[src/rtl/led_seq_pkg.sv]
// Shared types and constants for the LED chaser controller.
package led_seq_pkg;

    typedef enum logic [1:0] {
        MODE_SHIFT_L = 2'd0,
        MODE_SHIFT_R = 2'd1,
        MODE_BOUNCE  = 2'd2,
        MODE_BLINK   = 2'd3
    } mode_e;

    typedef enum logic {
        DIR_LEFT  = 1'b0,
        DIR_RIGHT = 1'b1
    } dir_e;

    localparam logic [7:0] SEED_L     = 8'h01;
    localparam logic [7:0] SEED_R     = 8'h80;
    localparam logic [7:0] SEED_BLINK = 8'h00;
    localparam int         NUM_SPEEDS = 4;

    function automatic logic [7:0] mode_seed(input mode_e m);
        logic [7:0] s;
        s = SEED_L;
        unique case (m)
            MODE_SHIFT_L: s = SEED_L;
            MODE_SHIFT_R: s = SEED_R;
            MODE_BOUNCE:  s = SEED_L;
            MODE_BLINK:   s = SEED_BLINK;
        endcase
        return s;
    endfunction

endpackage

[src/rtl/led_seq_ctrl_btn_debounce.sv]
// Button conditioner: 2-flop synchroniser, stability counter,
// and a single-cycle pulse on each accepted press.
module btn_debounce #(
    parameter int DEBOUNCE_CYCLES = 320000
) (
    input  logic clk,
    input  logic reset,
    input  logic btn,
    output logic press
);

    localparam int CW = $clog2(DEBOUNCE_CYCLES + 1);
    localparam logic [CW-1:0] LAST = CW'(DEBOUNCE_CYCLES - 1);

    logic          sync1;
    logic          sync2;
    logic          level;
    logic [CW-1:0] cnt;

    always_ff @(posedge clk or posedge reset) begin
        if (reset) begin
            sync1 <= 1'b0;
            sync2 <= 1'b0;
            level <= 1'b0;
            cnt   <= '0;
            press <= 1'b0;
        end else begin
            sync1 <= btn;
            sync2 <= sync1;
            press <= 1'b0;
            // Any agreeing sample restarts the stability window
            if (sync2 != level) begin
                if (cnt == LAST) begin
                    level <= sync2;
                    cnt   <= '0;
                    press <= sync2;
                end else begin
                    cnt <= cnt + CW'(1);
                end
            end else begin
                cnt <= '0;
            end
        end
    end

endmodule

[src/rtl/led_seq_ctrl.sv]
// LED chaser: step timebase, pattern sequencer and
// front-panel mode/speed/pause control.
module led_seq_ctrl
    import led_seq_pkg::*;
#(
    parameter int BASE_PERIOD     = 32000000,
    parameter int DEBOUNCE_CYCLES = 320000,
    parameter int CNT_W           = 25
) (
    input  logic       clk,
    input  logic       reset,
    input  logic       btn_mode,
    input  logic       btn_speed,
    input  logic       btn_pause,
    output logic [7:0] leds,
    output logic       tick_out,
    output logic [1:0] mode,
    output logic [1:0] speed,
    output logic       running
);

    localparam logic [CNT_W-1:0] BASE_P = CNT_W'(BASE_PERIOD);
    localparam logic [1:0] SPD_MAX = 2'(NUM_SPEEDS - 1);

    logic mode_p;
    logic speed_p;
    logic pause_p;

    btn_debounce #(.DEBOUNCE_CYCLES(DEBOUNCE_CYCLES)) u_db_mode (
        .clk   (clk),
        .reset (reset),
        .btn   (btn_mode),
        .press (mode_p)
    );

    btn_debounce #(.DEBOUNCE_CYCLES(DEBOUNCE_CYCLES)) u_db_speed (
        .clk   (clk),
        .reset (reset),
        .btn   (btn_speed),
        .press (speed_p)
    );

    btn_debounce #(.DEBOUNCE_CYCLES(DEBOUNCE_CYCLES)) u_db_pause (
        .clk   (clk),
        .reset (reset),
        .btn   (btn_pause),
        .press (pause_p)
    );

    mode_e            mode_q, mode_d;
    dir_e             dir_q, dir_d, step_dir;
    logic [1:0]       speed_q, speed_d;
    logic             run_q, run_d;
    logic             tick_q, tick_d;
    logic [CNT_W-1:0] cnt_q, cnt_d, period;
    logic [7:0]       leds_q, leds_d, step_leds;
    logic             term;

    always_ff @(posedge clk or posedge reset) begin
        if (reset) begin
            mode_q  <= MODE_SHIFT_L;
            dir_q   <= DIR_LEFT;
            speed_q <= 2'd0;
            run_q   <= 1'b1;
            tick_q  <= 1'b0;
            cnt_q   <= '0;
            leds_q  <= SEED_L;
        end else begin
            mode_q  <= mode_d;
            dir_q   <= dir_d;
            speed_q <= speed_d;
            run_q   <= run_d;
            tick_q  <= tick_d;
            cnt_q   <= cnt_d;
            leds_q  <= leds_d;
        end
    end

    always_comb begin
        period    = BASE_P >> speed_q;
        term      = run_q && (cnt_q == period - CNT_W'(1));
        step_leds = leds_q;
        step_dir  = dir_q;
        mode_d    = mode_q;
        dir_d     = dir_q;
        speed_d   = speed_q;
        run_d     = run_q ^ pause_p;
        tick_d    = 1'b0;
        cnt_d     = cnt_q;
        leds_d    = leds_q;

        unique case (mode_q)
            MODE_SHIFT_L: step_leds = {leds_q[6:0], leds_q[7]};
            MODE_SHIFT_R: step_leds = {leds_q[0], leds_q[7:1]};
            MODE_BOUNCE: begin
                if (dir_q == DIR_LEFT) begin
                    step_leds = leds_q << 1;
                    if (step_leds == SEED_R) step_dir = DIR_RIGHT;
                end else begin
                    step_leds = leds_q >> 1;
                    if (step_leds == SEED_L) step_dir = DIR_LEFT;
                end
            end
            MODE_BLINK: step_leds = ~leds_q;
        endcase

        // Button presses pre-empt a coincident terminal count
        if (mode_p || speed_p) begin
            cnt_d = '0;
            if (mode_p) begin
                mode_d = mode_e'(mode_q + 2'd1);
                leds_d = mode_seed(mode_d);
                dir_d  = DIR_LEFT;
            end
            if (speed_p) begin
                speed_d = (speed_q == SPD_MAX) ? 2'd0 : speed_q + 2'd1;
            end
        end else if (term) begin
            cnt_d  = '0;
            leds_d = step_leds;
            dir_d  = step_dir;
            tick_d = 1'b1;
        end else if (run_q) begin
            cnt_d = cnt_q + CNT_W'(1);
        end
    end

    assign leds     = leds_q;
    assign tick_out = tick_q;
    assign mode     = mode_q;
    assign speed    = speed_q;
    assign running  = run_q;

endmodule

[config.mk]
export PLATFORM = sky130hd
export DESIGN_NAME = led_seq_ctrl
export DESIGN_NICKNAME = d
export VERILOG_FILES = /design/src/rtl/led_seq_pkg.sv /design/src/rtl/led_seq_ctrl_btn_debounce.sv /design/src/rtl/led_seq_ctrl.sv
export SDC_FILE = /design/constraint.sdc
export NUM_CORES = 1
export LEC_CHECK = 0
export ABC_CLOCK_PERIOD_IN_PS = 3300
export BUFFER_PORTS_ARGS = -buffer_cell sky130_fd_sc_hd__buf_2
export CAP_MARGIN = 0
export CORE_ASPECT_RATIO = 1.1
export CORE_MARGIN = 5
export CORE_UTILIZATION = 25
export DETAILED_ROUTE_END_ITERATION = 12
export SLEW_MARGIN = 20
export SYNTH_ARGS = -nofsm -noshare
export SYNTH_HDL_FRONTEND = slang
export SYNTH_SLANG_ARGS = --single-unit
[constraint.sdc]
create_clock -name clk -period 3.3 [get_ports clk]
set_input_delay 0.165 -clock clk [delete_from_list [all_inputs] [get_ports clk]]
set_output_delay 0.165 -clock clk [all_outputs]
set_load 0.01 [all_outputs]
Word-level counts from Yosys, hierarchy flattened
Cells that the tools add are included.
{"block": "totals", "register_bits": 109, "in_bits": 5, "out_inout_bits": 14, "wordCells": 95}
{"block": "op_classes", "n_addsub": 7, "n_eq_ne": 17, "n_shift": 1, "muxes": 31, "bitwise_logic": 2, "reduce_logical": 15}
{"op": "19-bit 2-to-1 mux", "n": 6}
{"op": "25-bit 2-to-1 mux", "n": 3}
{"op": "19-bit by 1-bit adder with 19-bit output (second input constant)", "n": 3}
{"op": "19-bit == test (second input constant)", "n": 3}
{"op": "8-bit 2-to-1 mux", "n": 4}
{"op": "8-bit one-hot mux with 4 select lines", "n": 1}
{"op": "25-bit by 1-bit adder with 25-bit output (second input constant)", "n": 1}
{"op": "25-bit == test", "n": 1}
{"op": "25-bit by 2-bit right shift with 25-bit output (first input constant)", "n": 1}
{"op": "25-bit by 1-bit subtractor with 25-bit output (second input constant)", "n": 1}
{"op": "8-bit one-hot mux with 3 select lines", "n": 1}
{"op": "1-bit 2-to-1 mux", "n": 15}
{"op": "2-bit AND reduction", "n": 6}
{"op": "2-bit == test (second input constant)", "n": 5}
{"op": "8-bit inverter", "n": 1}
{"op": "7-bit by 1-bit == test with 1-bit output (second input constant)", "n": 1}
{"op": "7-bit == test (second input constant)", "n": 1}
{"op": "2-bit by 1-bit adder with 2-bit output (second input constant)", "n": 2}
{"op": "2-bit by 1-bit == test with 1-bit output (second input constant)", "n": 2}
{"op": "2-bit zero test", "n": 2}
{"op": "2-bit nonzero test", "n": 2}
{"op": "1-bit inequality test", "n": 3}
{"op": "3-bit AND reduction", "n": 1}
{"op": "3-bit nonzero test", "n": 1}
{"op": "6 further kinds", "n": 6}

Logic depth before layout (Yosys ltp)
{"block": "logic_depth", "word_depth": 6, "mapped_depth": 9, "mapped_depth_nobuf": 8}

Hierarchy
From an unflattened synthesis, not the netlist that was laid out.
{"block": "unflattened", "hier_cells": 602, "area_unflattened_um2": 5904.4}
{"mod": "btn_debounce", "instances": 3, "cells_per_inst": 110, "area_per_inst_um2": 1132.3, "seq_area_each_um2": 575.6}
{"mod": "led_seq_ctrl", "instances": 1, "cells_per_inst": 272, "area_per_inst_um2": 2507.4, "seq_area_each_um2": 1003.5}

Least setup slack after synthesis
OpenSTA, ideal clock, no wires.
{"block": "synth_path", "path_type": "register to register", "start": "register speed_q[0] (netlist: speed[0])", "end": "register leds_q[1] (netlist: leds[1])", "setup_ps": 76, "arrival_ps": 2451, "required_time_ps": 3224, "path_slack_ps": 772, "stages_incl_launch_ff": 10, "n_path_buf": 1, "synth_period_minus_slack_ps": 2528, "path_cell_list": "dfrtp_1 > inv_1 > ha_1 > nand2b_1 > a21o_1 > a31o_1 > a2111o_1 > or3_1 > buf_2 > o21ai_1"}
{"block": "synth_via", "elab_chain_cells": 6}
{"item": "start, declared", "line": "led_seq_ctrl.sv:52", "rtl": "logic [1:0] speed_q, speed_d;"}
{"item": "start signal, assigned", "line": "led_seq_ctrl.sv:71", "rtl": "speed_q <= speed_d;"}
{"item": "25-bit by 2-bit right shift with 25-bit output", "line": "led_seq_ctrl.sv:80", "rtl": "period = BASE_P >> speed_q;"}
{"item": "25-bit by 1-bit subtractor with 25-bit output", "line": "led_seq_ctrl.sv:81", "rtl": "term = run_q && (cnt_q == period - CNT_W'(1));"}
{"item": "25-bit == test", "line": "led_seq_ctrl.sv:81"}
{"item": "1-bit logical AND", "line": "led_seq_ctrl.sv:81"}
{"item": "2-bit nonzero test (no source line)"}
{"item": "2-bit AND reduction (no source line)"}
{"item": "end signal, assigned", "line": "led_seq_ctrl.sv:75", "rtl": "leds_q <= leds_d;"}
{"item": "end, declared", "line": "led_seq_ctrl.sv:56", "rtl": "logic [7:0] leds_q, leds_d, step_leds;"}
Every way passes these cells.
A chain may end at the register's enable or synchronous reset.

Worst setup path after layout
{"block": "layout_path", "start": "register speed_q[0] (netlist: speed[0])", "end": "register leds_q[6] (netlist: leds[6])"}
Same word-level chain as after synthesis.

==> results.md <==
- Status: finished clean
- Post-synthesis xor/xnor area fraction: 0.1274
- Mapped Cells: 571
- Clock net sink count: 109
- Total track usage: 0.08671
- Met3 global-route usage: 0.01638
- Synth Area in Compound Gates: 0.06623
- Async SR Flop Fraction: 1.000
- Final Hold Fails: 0
- Largest family of logic cells by synthesized area: simple AND/OR/NAND/NOR gates
- Critical Path End Type: flop
- Required @ worst endpoint: 3.57 ns
- Clk_skew: 0.007815 ns
- Initial antenna violation count: 0
- Routed wire length: 10.37 mm
- Wire per inst: 11.62 µm
- Clock Latency Late Sink: 0.35 ns
- Die width: 151.4 µm
- Crit path largest cell delay: 0.61 ns
- Ys flop type: dfrtp_1
- Syn nets: 593
- Crit share post-route: 0.8669
- Worst slew pin tran: 0.7135 ns
- Met1 Use GR: 0.1171
- Critical-path cell list: inv_1, ha_1, nand2b_1, a21o_1, a31o_1, a2111o_1, or3_1, o21ai_1
- EDFF count, synth: 0
- Die Y: 165.5 µm
- Via density: 4.396
- Area grow syn2layout: 14.32%
- Power Dens Cells: 407.0 nW/µm²
- GR Util met2: 0.1373
- Row Count: 57
- Largest net degree at the start of global routing: 61
- DRT iter0 DRCs: 255
- Number of antenna-violating nets in the routed design: 0
- Antenna Cells: 0
- Max_slew headroom: 0.5199
- Die area: 25,060 µm²
- Wire length of the first global-routing pass: 17.88 mm
- Crit Path Category: reg2reg
- Max cap viols: 0
- Crit-path max FO: 14
- DR DRC count: 0
- Mapped cell area: 5498 µm²
- Avg Synthesized Cell Area: 9.628 µm²
- DRT Pass-1 Iters: 4
- WP data arrival: 3.13 ns
- Routability congestion estimate: 0.7640
- Yosys reg bits: 109
- Tmin final: 2.861 ns
- Final setup TNS: 0 ns
- Slowest cell on crit path: a2111o_1
- TritonCTS Buffers: 9
- Grt ovf: 0
- Placed inst area: 5933 µm²
- Post-route cell area: 6285 µm²
- Worst setup SP type: flop
- Adder-cell share of the synthesized area: 0.03869
- Sequential share of the synthesized area: 0.4966
- PortBufs: 18
- H-tree Lvls: 3
- Mux contribution to synthesized area: 0.007965
- Clock transition at path regs: 0.07 ns
- DPL Wire Length: 7.155 mm
- Setup violators final: 0
- Routed via count: 3,921
- Simple-gate share of the synthesized area: 0.2417
- Std-Cell Core Area: 21,890 µm²
- Synth warnings: 0
- Layout cell share with drive strength beyond 1: 0.07035
- Crit path buffers/inverters: 1
- Fmax: 349.6 MHz
- Fin nets: 614
- Leak: 2.709 nW
- Top Usage Layer GRT: met2
- Top Ports: 19
- Max clock buf depth: 2
- CTS tree: built
- Final slew viol count: 0
- Fill cells: 2,305
- Vias in the first global route: 3,743
- Max IR drop VDD: 0.2218 mV
- Unrepaired setup endpoints after global routing: no
- Hold crit path type: reg2reg
- Root Driver: clkbuf_16
- Starting Density: 0.2511
- Top Family by Delay on Critical Path: compound AO/OA/AOI/OAI gates
- Library cells used by synthesis: 48
[worst paths after layout]
kind / start / slack [ns] / endpoint / cells after the start
hold / removal: u_db_pause.sync1 / 0.35 / u_db_pause.sync2 / 0
setup reg to reg: speed[0] / 0.44 / leds[6] / 8
setup / recovery: speed[0] / 0.44 / leds[6] / 8
max in group asynchronous: reset / 2.08 / leds[0] / 4
hold reg to reg: u_db_pause.sync1 / 0.35 / u_db_pause.sync2 / 0
min in group asynchronous: reset / 0.44 / u_db_pause.sync1 / 3
[per-stage QoR]
stage	power, mW	utilization	worst slack [ns]	cells	hold slack [ns]
global placement	1.446	0.2710	0.5495	872	0.2754
floorplan	1.427	-	0.2644	571	0.1964
detailed placement	1.447	0.2710	0.4394	872	0.2755
global route	2.665	0.2870	0.2598	892	0.3680
CTS	2.600	0.2870	0.4233	892	0.3536
finish	2.558	0.2870	0.4394	892	0.3521
[registers in the layout, summed over array words and instances (netlist names), 2 cells and up]
signal and cells:
u_db_pause.cnt 19, u_db_speed.cnt 19, speed 2, leds 8, cnt_q 25, u_db_mode.cnt 19
mode 2
[placed cells by master (no fill, tap or decap), types with 3 or more instances in the layout]
master,Yosys,final
dfrtp_1,107,107
nor2_1,106,106
xor2_1,52,52
nand3_1,39,39
nand2_1,37,37
xnor2_1,28,28
a21oi_1,20,20
buf_2,4,18
ha_1,17,17
nand4_1,13,13
inv_1,14,13
and3_1,12,12
nor3_1,11,11
nor2b_1,10,10
clkbuf_16,0,9
nand2b_1,8,8
o21ai_0,7,7
o211ai_1,7,7
and4_1,7,7
or3_1,7,7
o21ai_1,6,6
nor4_1,5,5
nor3b_1,4,4
nor4b_1,4,4
dlygate4sd3_1,0,4
or4_1,3,3
o31ai_1,3,3
mux2_2,3,3
clkbuf_1,11,3
[worst reg2reg max path, stage by stage, from the launching register on]
cell and delay, ns:
dfrtp_1 0.50, inv_1 0.14, ha_1 0.32, nand2b_1 0.19, a21o_1 0.20, a31o_1 0.17, a2111o_1 0.61, or3_1 0.50
o21ai_1 0.17
[cells by family (layout without fill, tap and decap cells)]
logic type      count (synthesis)  count (layout)
compound gates                 58              58
xor+xnor                       80              80
fa+ha+maj                      17              17
buf+inv                        30              56
flops                         109             109
mux                             4               4
simple gates                  273             273
[cells in the mapped netlist, drive strengths merged (2+ instances only)]
cell    count  area (µm²)
dfrtp     107        2678
nor2      106       397.9
xor2       52       455.4
nand3      39       195.2
nand2      37       138.9
xnor2      28       245.2
a21oi      20       100.1
ha         17       212.7
inv        14       52.55
nand4      13       81.33
o21ai      13       65.06
and3       12       75.07
clkbuf     11       41.29
nor3       11       55.05
nor2b      10       62.56
nand2b      8       50.05
and4        7       61.31
o211ai      7       52.55
or3         7       43.79
nor4        5       31.28
buf         4       20.02
nor3b       4       30.03
nor4b       4       35.03
mux2        3       33.78
o31ai       3       22.52
or4         3       22.52
a21o        2       15.01
and2        2       12.51
dfstp       2       52.55
nand3b      2       15.01
or2         2       12.51
[layout make-up]
cell class | instances | area [µm²] | share of cell area
Timing Repair Buffer | 25 | 165.2 | 0.02628
Inverter | 15 | 58.81 | 0.009357
Sequential cell | 109 | 2730 | 0.4344
Tap cell | 295 | 369.1 | 0.05873
Clock inverter | 4 | 75.07 | 0.01195
Clock buffer | 12 | 236.5 | 0.03763
Multi-Input combinational cell | 432 | 2650 | 0.4217
[power breakdown]
part | leakage (nW) | switching [mW] | internal, mW
logic | 1.07 | 0.0444 | 0.0184
registers | 1.49 | 0.0107 | 1.35
clock network | 0.143 | 0.470 | 0.666
total | 2.71 | 0.525 | 2.03
[repair_timing]
| action | CTS | global route |
|---|---|---|
| resized for setup | 0 | 0 |
| hold endpoints to repair | 51 | 0 |
| hold buffers | 4 | 0 |
| setup endpoints to repair | 0 | 0 |
| setup buffers | 0 | 0 |
[layer usage]
layer | wire [µm] | vias up
met3 | 270 | 13
met4 | 172 | 0
met2 | 4809 | 40
met1 | 5114 | 1882
li1 | - | 1986
met5 | 0 | -
Note: power is estimated with default switching activity, not from simulation.
